<file path="config.mk">
export PLATFORM = sky130hd
export DESIGN_NAME = spi_burst_controller_flat
export DESIGN_NICKNAME = d
export VERILOG_FILES = /design/src/rtl/spi_pkg.sv /design/src/rtl/spi_burst_controller_if.sv /design/src/rtl/result_fifo.sv /design/src/rtl/spi_burst_controller.sv /design/src/flat_wrapper.sv
export SDC_FILE = /design/constraint.sdc
export NUM_CORES = 1
export LEC_CHECK = 0
export ABC_AREA = 1
export CORE_MARGIN = 8
export CORE_UTILIZATION = 58
export CTS_BUF_LIST = sky130_fd_sc_hd__clkbuf_2 sky130_fd_sc_hd__clkbuf_4 sky130_fd_sc_hd__clkbuf_8
export DETAILED_ROUTE_END_ITERATION = 7
export PLACE_DENSITY = 0.86
export SKIP_LAST_GASP = 1
export SLEW_MARGIN = 20
export SYNTH_ARGS = -nofsm -noshare
export SYNTH_HDL_FRONTEND = slang
export SYNTH_SLANG_ARGS = --single-unit
</file>
<file path="constraint.sdc">
create_clock -name sclk -period 3.5 [get_ports sclk]
set_input_delay 0.525 -clock sclk [delete_from_list [all_inputs] [get_ports sclk]]
set_output_delay 0.525 -clock sclk [all_outputs]
set_load 0.005 [all_outputs]
</file>
<file path="src/rtl/spi_pkg.sv">
// spi_pkg: command, area, register and state encodings shared by the SPI burst controller
package spi_pkg;
  typedef enum logic [7:0] {
    CMD_NOOP        = 8'h00,
    CMD_END         = 8'h01,
    CMD_READ        = 8'h02,
    CMD_WRITE       = 8'h03,
    CMD_ENABLE      = 8'h04,
    CMD_DISABLE     = 8'h05,
    CMD_BURST_READ  = 8'h06,
    CMD_BURST_WRITE = 8'h07,
    CMD_CLEAR       = 8'h08
  } cmd_e;
  typedef enum logic [1:0] {AREA_CTRL, AREA_CHAR, AREA_MASK, AREA_RESULT} area_e;
  typedef enum logic [2:0] {S_IDLE, S_ADDR, S_COUNT, S_RDATA, S_WDATA} state_e;
  localparam logic [5:0] REG_WORD_SIZE   = 6'd0;
  localparam logic [5:0] REG_RESULT_MASK = 6'd1;
  localparam logic [5:0] REG_STATUS      = 6'd2;
  localparam logic [5:0] REG_FIFO_COUNT  = 6'd3;
  localparam logic [7:0] FWD_MIN         = 8'h10;
endpackage

</file>
<file path="src/rtl/spi_burst_controller_if.sv">
// spi_burst_controller_if: SPI byte bus plus the command and result streams to the core
interface spi_burst_controller_if;
  logic       cs;
  logic [7:0] mosi;
  logic [7:0] miso;
  logic       m_axis_tvalid;
  logic       m_axis_tready;
  logic [7:0] m_axis_tdata;
  logic       m_axis_tuser;
  logic       s_axis_tvalid;
  logic       s_axis_tready;
  logic [7:0] s_axis_tdata;
  modport slave (
    input  cs, mosi, m_axis_tready, s_axis_tvalid, s_axis_tdata,
    output miso, m_axis_tvalid, m_axis_tdata, m_axis_tuser, s_axis_tready
  );
  modport master (
    output cs, mosi, m_axis_tready, s_axis_tvalid, s_axis_tdata,
    input  miso, m_axis_tvalid, m_axis_tdata, m_axis_tuser, s_axis_tready
  );
endinterface

</file>
<file path="src/rtl/result_fifo.sv">
// result_fifo: 8-bit result id FIFO with synchronous clear and occupancy count
module result_fifo #(
  parameter int DEPTH = 16
) (
  input  logic                   clk,
  input  logic                   rst,
  input  logic                   clear,
  input  logic                   push,
  input  logic [7:0]             din,
  input  logic                   pop,
  output logic [7:0]             dout,
  output logic                   full,
  output logic                   empty,
  output logic [$clog2(DEPTH):0] count
);
  localparam int AW = $clog2(DEPTH);
  logic [7:0] mem [DEPTH];
  logic [AW-1:0] wp, rp;
  logic do_push, do_pop;
  assign full = count == (AW+1)'(DEPTH);
  assign empty = count == '0;
  assign dout = mem[rp];
  assign do_push = push && !full;
  assign do_pop = pop && !empty;
  always_ff @(posedge clk)
    if (do_push) mem[wp] <= din;
  always_ff @(posedge clk) begin
    if (rst || clear) begin
      wp <= '0;
      rp <= '0;
      count <= '0;
    end else begin
      if (do_push) wp <= wp + AW'(1);
      if (do_pop) rp <= rp + AW'(1);
      count <= count + (AW+1)'(do_push) - (AW+1)'(do_pop);
    end
  end
endmodule

</file>
<file path="src/rtl/spi_burst_controller.sv">
// spi_burst_controller: SPI byte-command register file, core stream forwarder and result FIFO reader
module spi_burst_controller
  import spi_pkg::*;
#(
  parameter int N_SLOTS      = 8,
  parameter int RESULT_DEPTH = 16
) (
  input  logic                 sclk,
  input  logic                 rst,
  spi_burst_controller_if.slave bus,
  output logic [7:0]           word_size,
  output logic [7:0]           result_mask,
  output logic [8*N_SLOTS-1:0] characters,
  output logic [8*N_SLOTS-1:0] masks,
  output logic                 aclk,
  output logic                 aresetn
);
  localparam int IW = $clog2(N_SLOTS);
  localparam int CW = $clog2(RESULT_DEPTH) + 1;
  state_e state;
  logic burst_q, write_q;
  logic [1:0] area_q, r_area;
  logic [5:0] idx_q, idx_inc, r_idx;
  logic [7:0] rem_q, miso_q, m_data, ctrl_val, rd_val, status, fifo_dout;
  logic [N_SLOTS-1:0][7:0] chars_q, masks_q;
  logic m_valid, m_user, overflow, stall;
  logic active, cmd_hit, fwd, beat_busy, rd_en, wr_en;
  logic fifo_push, fifo_pop, fifo_clear, fifo_full, fifo_empty;
  logic [CW-1:0] fifo_count;
  assign aclk = sclk;
  assign characters = chars_q;
  assign masks = masks_q;
  assign bus.miso = miso_q;
  assign bus.m_axis_tvalid = m_valid;
  assign bus.m_axis_tdata = m_data;
  assign bus.m_axis_tuser = m_user;
  assign bus.s_axis_tready = !fifo_full;
  assign active = !bus.cs;
  assign cmd_hit = active && state == S_IDLE;
  assign fwd = cmd_hit && aresetn && (bus.mosi == CMD_END || bus.mosi >= FWD_MIN);
  assign beat_busy = m_valid && !bus.m_axis_tready;
  assign fifo_clear = cmd_hit && bus.mosi == CMD_CLEAR;
  assign fifo_push = bus.s_axis_tvalid && !fifo_full && !fifo_clear;
  // the address byte is decoded straight off mosi so a single READ can answer on that same edge
  assign r_area = state == S_ADDR ? bus.mosi[7:6] : area_q;
  assign r_idx = state == S_ADDR ? bus.mosi[5:0] : idx_q;
  assign rd_en = active && ((state == S_ADDR && !burst_q && !write_q) || (state == S_COUNT && !write_q) || state == S_RDATA);
  assign wr_en = active && state == S_WDATA;
  assign fifo_pop = rd_en && r_area == AREA_RESULT && !fifo_empty;
  assign idx_inc = area_q == AREA_RESULT ? idx_q : (idx_q + 6'd1) & 6'(N_SLOTS - 1);
  assign status = {overflow, stall, fifo_empty, fifo_full, 4'b0};
  assign ctrl_val = r_idx == REG_WORD_SIZE ? word_size :
                    r_idx == REG_RESULT_MASK ? result_mask :
                    r_idx == REG_STATUS ? status :
                    r_idx == REG_FIFO_COUNT ? 8'(fifo_count) : 8'h00;
  assign rd_val = r_area == AREA_CTRL ? ctrl_val :
                  r_area == AREA_CHAR ? chars_q[r_idx[IW-1:0]] :
                  r_area == AREA_MASK ? masks_q[r_idx[IW-1:0]] :
                  fifo_empty ? 8'h00 : fifo_dout;
  result_fifo #(.DEPTH(RESULT_DEPTH)) u_fifo (
    .clk(sclk), .rst(rst), .clear(fifo_clear), .push(fifo_push), .din(bus.s_axis_tdata),
    .pop(fifo_pop), .dout(fifo_dout), .full(fifo_full), .empty(fifo_empty), .count(fifo_count)
  );
  always_ff @(posedge sclk) begin
    if (rst) begin
      state <= S_IDLE;
      burst_q <= 1'b0;
      write_q <= 1'b0;
      area_q <= '0;
      idx_q <= '0;
      rem_q <= '0;
      miso_q <= '0;
      word_size <= '0;
      result_mask <= '0;
      chars_q <= '0;
      masks_q <= '0;
      aresetn <= 1'b0;
      m_valid <= 1'b0;
      m_data <= '0;
      m_user <= 1'b0;
      overflow <= 1'b0;
      stall <= 1'b0;
    end else begin
      if (m_valid && bus.m_axis_tready) m_valid <= 1'b0;
      if (fwd && beat_busy) stall <= 1'b1;
      if (fwd && !beat_busy) begin
        m_valid <= 1'b1;
        m_data <= bus.mosi;
        m_user <= bus.mosi == CMD_END;
      end
      if (bus.s_axis_tvalid && fifo_full) overflow <= 1'b1;
      if (fifo_clear) begin
        overflow <= 1'b0;
        stall <= 1'b0;
      end
      if (rd_en) miso_q <= rd_val;
      if (wr_en && area_q == AREA_CTRL && idx_q == REG_WORD_SIZE) word_size <= bus.mosi;
      if (wr_en && area_q == AREA_CTRL && idx_q == REG_RESULT_MASK) result_mask <= bus.mosi;
      if (wr_en && area_q == AREA_CHAR) chars_q[idx_q[IW-1:0]] <= bus.mosi;
      if (wr_en && area_q == AREA_MASK) masks_q[idx_q[IW-1:0]] <= bus.mosi;
      if (bus.cs) state <= S_IDLE;
      else case (state)
        S_IDLE: begin
          if (bus.mosi inside {CMD_READ, CMD_WRITE, CMD_BURST_READ, CMD_BURST_WRITE}) begin
            state <= S_ADDR;
            burst_q <= bus.mosi[2];
            write_q <= bus.mosi[0];
          end
          if (bus.mosi == CMD_ENABLE) aresetn <= 1'b1;
          if (bus.mosi == CMD_DISABLE) aresetn <= 1'b0;
        end
        S_ADDR: begin
          area_q <= bus.mosi[7:6];
          idx_q <= bus.mosi[5:0];
          rem_q <= '0;
          state <= burst_q ? S_COUNT : write_q ? S_WDATA : S_IDLE;
        end
        S_COUNT: begin
          // a burst read already delivered its first byte here, so RDATA owes n more
          rem_q <= write_q ? bus.mosi : bus.mosi - 8'd1;
          if (!write_q) idx_q <= idx_inc;
          state <= write_q ? S_WDATA : bus.mosi == 8'd0 ? S_IDLE : S_RDATA;
        end
        S_RDATA, S_WDATA: begin
          idx_q <= idx_inc;
          rem_q <= rem_q - 8'd1;
          if (rem_q == 8'd0) state <= S_IDLE;
        end
        default: state <= S_IDLE;
      endcase
    end
  end
endmodule

</file>
<file path="src/flat_wrapper.sv">
// flat-port wrapper written by rule: the top's interface ports become plain ports
module spi_burst_controller_flat import spi_pkg::*;
#(
  parameter int N_SLOTS      = 8,
  parameter int RESULT_DEPTH = 16
)
  (sclk, rst, word_size, result_mask, characters, masks, aclk, aresetn, bus_cs, bus_mosi, bus_m_axis_tready, bus_s_axis_tvalid, bus_s_axis_tdata, bus_miso, bus_m_axis_tvalid, bus_m_axis_tdata, bus_m_axis_tuser, bus_s_axis_tready);
  spi_burst_controller_if bus_i ();
  input  logic sclk;
  input  logic rst;
  output logic [7:0] word_size;
  output logic [7:0] result_mask;
  output logic [8*N_SLOTS-1:0] characters;
  output logic [8*N_SLOTS-1:0] masks;
  output logic aclk;
  output logic aresetn;
  input wire logic [$bits(bus_i.cs)-1:0] bus_cs;
  input wire logic [$bits(bus_i.mosi)-1:0] bus_mosi;
  input wire logic [$bits(bus_i.m_axis_tready)-1:0] bus_m_axis_tready;
  input wire logic [$bits(bus_i.s_axis_tvalid)-1:0] bus_s_axis_tvalid;
  input wire logic [$bits(bus_i.s_axis_tdata)-1:0] bus_s_axis_tdata;
  output wire logic [$bits(bus_i.miso)-1:0] bus_miso;
  output wire logic [$bits(bus_i.m_axis_tvalid)-1:0] bus_m_axis_tvalid;
  output wire logic [$bits(bus_i.m_axis_tdata)-1:0] bus_m_axis_tdata;
  output wire logic [$bits(bus_i.m_axis_tuser)-1:0] bus_m_axis_tuser;
  output wire logic [$bits(bus_i.s_axis_tready)-1:0] bus_s_axis_tready;
  assign bus_i.cs = bus_cs;
  assign bus_i.mosi = bus_mosi;
  assign bus_i.m_axis_tready = bus_m_axis_tready;
  assign bus_i.s_axis_tvalid = bus_s_axis_tvalid;
  assign bus_i.s_axis_tdata = bus_s_axis_tdata;
  assign bus_miso = bus_i.miso;
  assign bus_m_axis_tvalid = bus_i.m_axis_tvalid;
  assign bus_m_axis_tdata = bus_i.m_axis_tdata;
  assign bus_m_axis_tuser = bus_i.m_axis_tuser;
  assign bus_s_axis_tready = bus_i.s_axis_tready;
  spi_burst_controller #(.N_SLOTS(N_SLOTS), .RESULT_DEPTH(RESULT_DEPTH)) u_core (.sclk(sclk), .rst(rst), .bus(bus_i), .word_size(word_size), .result_mask(result_mask), .characters(characters), .masks(masks), .aclk(aclk), .aresetn(aresetn));
endmodule
</file>
; ---- Word-level counts from Yosys, hierarchy flattened
; Memory sizes are Yosys's and may differ from the RTL's. A register that Yosys moved wholly into a read port is not among the register bits.
; Cells that the tools add are included.
[op_classes]
add_sub_neg = 7
n_lt_le_gt_ge = 4
n_eq_ne = 26
mux = 38
bitwise = 1
n_reduce_logical = 58
[ops]
columns = operator, count
row1 = 64-bit bitwise mux, 2
row2 = 8-bit 2-to-1 mux, 11
row3 = 8-bit binary-select mux with 3-bit select, 2
row4 = 8-bit by 3-bit equality test with 1-bit output (second input constant), 4
row5 = 1-bit logical AND, 26
row6 = 8-bit demux with 3-bit select, 1
row7 = 8-bit case mux with 3 select lines, 1
row8 = 6-bit 2-to-1 mux, 3
row9 = 6-bit case mux with 3 select lines, 1
row10 = 8-bit by 2-bit equality test with 1-bit output (second input constant), 2
row11 = 8-bit logical NOT, 2
row12 = 8-bit by 1-bit subtractor with 8-bit output (second input constant), 2
row13 = 3-bit 2-to-1 mux, 5
row14 = 6-bit by 1-bit equality test with 1-bit output (second input constant), 2
row15 = 6-bit by 2-bit equality test with 1-bit output (second input constant), 2
row16 = 6-bit logical NOT, 2
row17 = 3-bit case mux with 4 select lines, 1
row18 = 3-bit AND reduction, 3
row19 = 4-bit by 1-bit adder with 4-bit output (second input constant), 2
row20 = 2-bit equality test (second input constant), 4
row21 = 8-bit by 1-bit equality test with 1-bit output (second input constant), 1
row22 = 8-bit by 4-bit equality test with 1-bit output (second input constant), 1
row23 = 8-bit by 5-bit greater-or-equal comparator with 1-bit output (second input constant), 1
row24 = 1-bit logical NOT, 8
row25 = other kinds (26), 45
[word_totals]
regBits = 199
ramBits = 128
inputBits = 21
out_inout_bits = 165
elab_cells = 169
memories = 1
[memory_table]
columns = name, words, word_bits, read_ports, rd_clocked_by_memory_dff, wr, line
row1 = u_core.u_fifo.mem, 16, 8, 1, 1, 1, result_fifo.sv:17  ; logic [7:0] mem [DEPTH];

; ---- Longest topological paths before layout
[depth]
depth_word = 11
depth_mapped = 18
mapped_depth_nobuf = 18

; ---- Hierarchy
; From an unflattened synthesis, not the netlist that was laid out.
[unflattened]
hier_cells = 1966
hier_area_um2 = 15496.1
[modules_own_cells]
columns = mod, n_inst, cells_each, area_per_inst_um2, seq_area_each_um2
row1 = spi_burst_controller, 1, 1315, 9054.9, 3723.6
row2 = result_fifo, 1, 651, 6441.2, 4184.0

==> metrics <==
Worst path slowest cell=fa_1; post-cts gate resize count=0; setup repair after global routing missed its margin=no; combinational share of power=roughly 7.3%; min cycle time layout=3.06 ns; final clock skew=0.0327 ns; instance area after placement=17000 µm²; Syn Nets=1852; layout overhead on the synthesized area=21.5%; number of register bits inferred by synthesis=331; worst setup path startpoint=u_core.state[1]; cell breakdown of the critical path=inv_2 > nand3_4 > nor2_1 > nor2_1 > o21ai_1 > nand2_1 > nor2_4 > ha_1 > inv_1 > ha_1 > fa_1 > nand2_1 > nand2_1 > a21oi_1 > xor2_1 > inv_1 > nor2_1; cell types with the largest area share after synthesis=dfxtp_1, edfxtp_1, nand2_1; Hold Fails Final Rpt=0; share of the cycle needed by the critical path after routing=87.5%; internal power contribution=6.16 mW; violation count after the first detailed-route iteration=1858; number of flops mapped to enable cells by yosys=128; average wire per cell in the routed design=between 15 and 20 µm; mean post-synth cell area=8.24 µm²; final net count=2035; ratio of total power to cell area=roughly 450 nW/µm²; worst path buffer plus inverter count=3; quantity of I/O buffers inserted on ports=between 150 and 200; Required @ worst endpoint=4.11 ns; overall die width=176 µm; worst rel slew slack=47.3%; antenna violations before repair=0; Routed Antenna Nets=0; worst IR drop on VDD=364 µV; category of the most critical setup path=reg2reg; post-detailed-route via-to-cell ratio=roughly 6.0; number of pins exceeding their max-slew limit in the final report=0; count of final setup violators=0; prevailing post-synth register cell=dfxtp_1; synth unique cells=50; number of global-route vias before repair=13315; number of antenna cells inserted=0; routed via count=14141; worst min-delay path class=in2reg; highest fanout seen on the critical path=14; hold path startpoint=bus_s_axis_tvalid; power share of the sequential group=50.6%; CTS tree=built; core area=about 25000 µm²; first-pass iteration count of the detailed router=8; post-detailed-routing wire length=45600 µm; worst endpoint data arrival time=between 3 and 4 ns; clock latency at the later pin of the worst-skew pair=roughly 0.70 ns; pin count of the biggest net entering global routing=~150; total negative slack=0 ns; initial cell density of the core=approximately three fifths; library cell occupying the most area in the post-synthesis netlist=dfxtp_1; routability-driven placement congestion ratio=0.955; clock transition at the register clock pins on the worst setup and hold paths after CTS=0.07 ns; count of standard-cell rows=58; element type at the critical path end=register; fraction of power consumed by the clock network=42.2%; Global Route Usage Sum=28.3%; post-layout instance area=18100 µm²; non-filler cells, final=2359; area of the mapped netlist=roughly 15000 µm²; fraction of final layout cells sized beyond drive strength 1=approximately 8.7%; final global-route overflow total=0; leakage power=7.07 nW; die area=between 30000 and 40000 µm²; share of synthesized registers carrying an async set or reset=0%; Cells after DPL=2265; peak per-stage delay on the critical path=roughly 0.39 ns; Switch Pwr=between 1.5 and 2 mW; Seq/Total Area, Yosys=53.1%; global-route wire length before repair=70700 µm; fraction of power spent switching nets=24.3%; total number of yosys warnings=0; synthesized instance count=approximately 1800; cell types with the highest counts after synthesis=nand2_1, o21ai_0, dfxtp_1; Vert. Die Dim=176 µm; max frequency=0.327 GHz; IO Pins=186; share of Yosys cell area claimed by the top area cell type=27.3%; result of the run=finished clean; hold_ws=0.441 ns; Final HPWL DP=30600 µm; cell with the most instances after synthesis=nand2_1; startpoint of the worst-slack reg-to-reg timing path=u_core.state[1]; startpoint type of the worst setup path=register; gate family responsible for the most delay along the worst path=simple AND/OR/NAND/NOR gates; Final Total Pwr=approximately 8.1 mW; pin slew with the least headroom to its limit=0.790 ns; count of buffers added by post-CTS timing repair for setup=0; Post-CTS Hold Fix Bufs=0; Post-route DRC=0; Max-cap violations=0
==> area by class of cell <==
type,count,area (µm²)
Sequential cell,331,7910
Multi-Input combinational cell,1250,6030
Clock inverter,15,101
Inverter,123,465
Fill cell,1807,7070
Tap cell,330,413
Clock buffer,80,997
Timing Repair Buffer,230,2200
==> sequential cells by signal, indices dropped and copies added (netlist names), 2 cells and up, named ones only <==
signal	cells
u_core.u_fifo.wp	4
u_core.bus.miso	8
u_core.bus.m_axis_tdata	8
u_core.area_q	2
u_core.idx_q	6
u_core.u_fifo.rp	4
u_core.masks	64
u_core.u_fifo.count	5
u_core.u_fifo.mem	128
u_core.characters	64
u_core.state	3
u_core.result_mask	8
u_core.rem_q	8
u_core.word_size	8
==> logic make-up (layout without fill, tap and decap cells) <==
| group | count (synthesis) | count (layout) | share of synthesized area [%] |
|---|---|---|---|
| buf+inv | 228 | 448 | 6.50 |
| simple gates | 738 | 738 | 20.8 |
| flops | 331 | 331 | 53.1 |
| xor+xnor | 5 | 5 | 0.294 |
| compound gates | 485 | 485 | 17.5 |
| fa+ha+maj | 22 | 22 | 1.90 |
==> stage by stage <==
step                      setup WS (ns)  util (%)
after floorplan                   0.507         -
after global placement            0.273      67.6
after detailed placement          0.103      67.6
after CTS                         0.550      71.9
after global routing              0.237      71.9
final                             0.438      71.9
==> worst register-to-register path, delay by kind of cell (launching register included) <==
family	cells	cell delay (ns)
XOR/XNOR	1	0.16
adder cells (fa/ha/maj)	3	0.77
AND/OR/NAND/NOR	8	1.09
buffers and inverters	3	0.28
flip-flops	1	0.34
AO/OA/AOI/OAI	2	0.32
==> final timing paths <==
kind | endpoint | slack (ns) | depth (start not counted)
min | u_core.overflow | 0.44 | 3
max reg2reg | u_core.u_fifo.count[4] | 0.44 | 17
max | u_core.u_fifo.count[4] | 0.44 | 17
min reg2reg | u_core.idx_q[5] | 0.46 | 2
==> cell usage in the layout (no fill, tap or decap), types with 2 or more instances in the layout <==
cell type and instances:
ha_1 21, nand2_1 383, nand2_4 2, edfxtp_1 128, xor2_1 4, nor2_4 3, o22ai_1 4, clkinvlp_4 2
nand2_2 4, o21a_1 2, dfxtp_1 202, o21ai_2 2, nor2_1 187, buf_4 45, a31oi_1 7, o21ai_0 238
clkinv_2 10, clkdlybuf4s50_1 185, nor3_1 11, clkbuf_4 16, nor4_1 3, nor2_2 6, nor3b_2 3, nand4_1 7
clkinv_1 7, o211ai_1 27, a21oi_1 175, o21ai_1 5, a211oi_1 18, nand3_1 119, inv_1 109, clkbuf_8 63
inv_2 8, or2_2 3
==> layer usage <==
layer | routed length (µm) | vias up | share of wire, % | GRT usage, %
met5 | 0 | - | 0 | 0
met2 | 20800 | 960 | 46 | 45.1
met1 | 17800 | 6528 | 39 | 36.2
met3 | 5040 | 163 | 11 | 5.94
li1 | - | 6490 | - | -
met4 | 1990 | 0 | 4.4 | 13.9
==> power by group through the flow <==
stage | sequential (mW) | clock, mW | combinational [mW]
after floorplan | 4.18 | 0.0185 | 0.365
after CTS | 4.11 | 3.43 | 0.577
after global placement | 4.19 | 0.0241 | 0.554
after global routing | 4.11 | 3.59 | 0.651
final | 4.11 | 3.43 | 0.592
after detailed placement | 4.19 | 0.0241 | 0.571
Note: power is estimated with default switching activity, not from simulation.
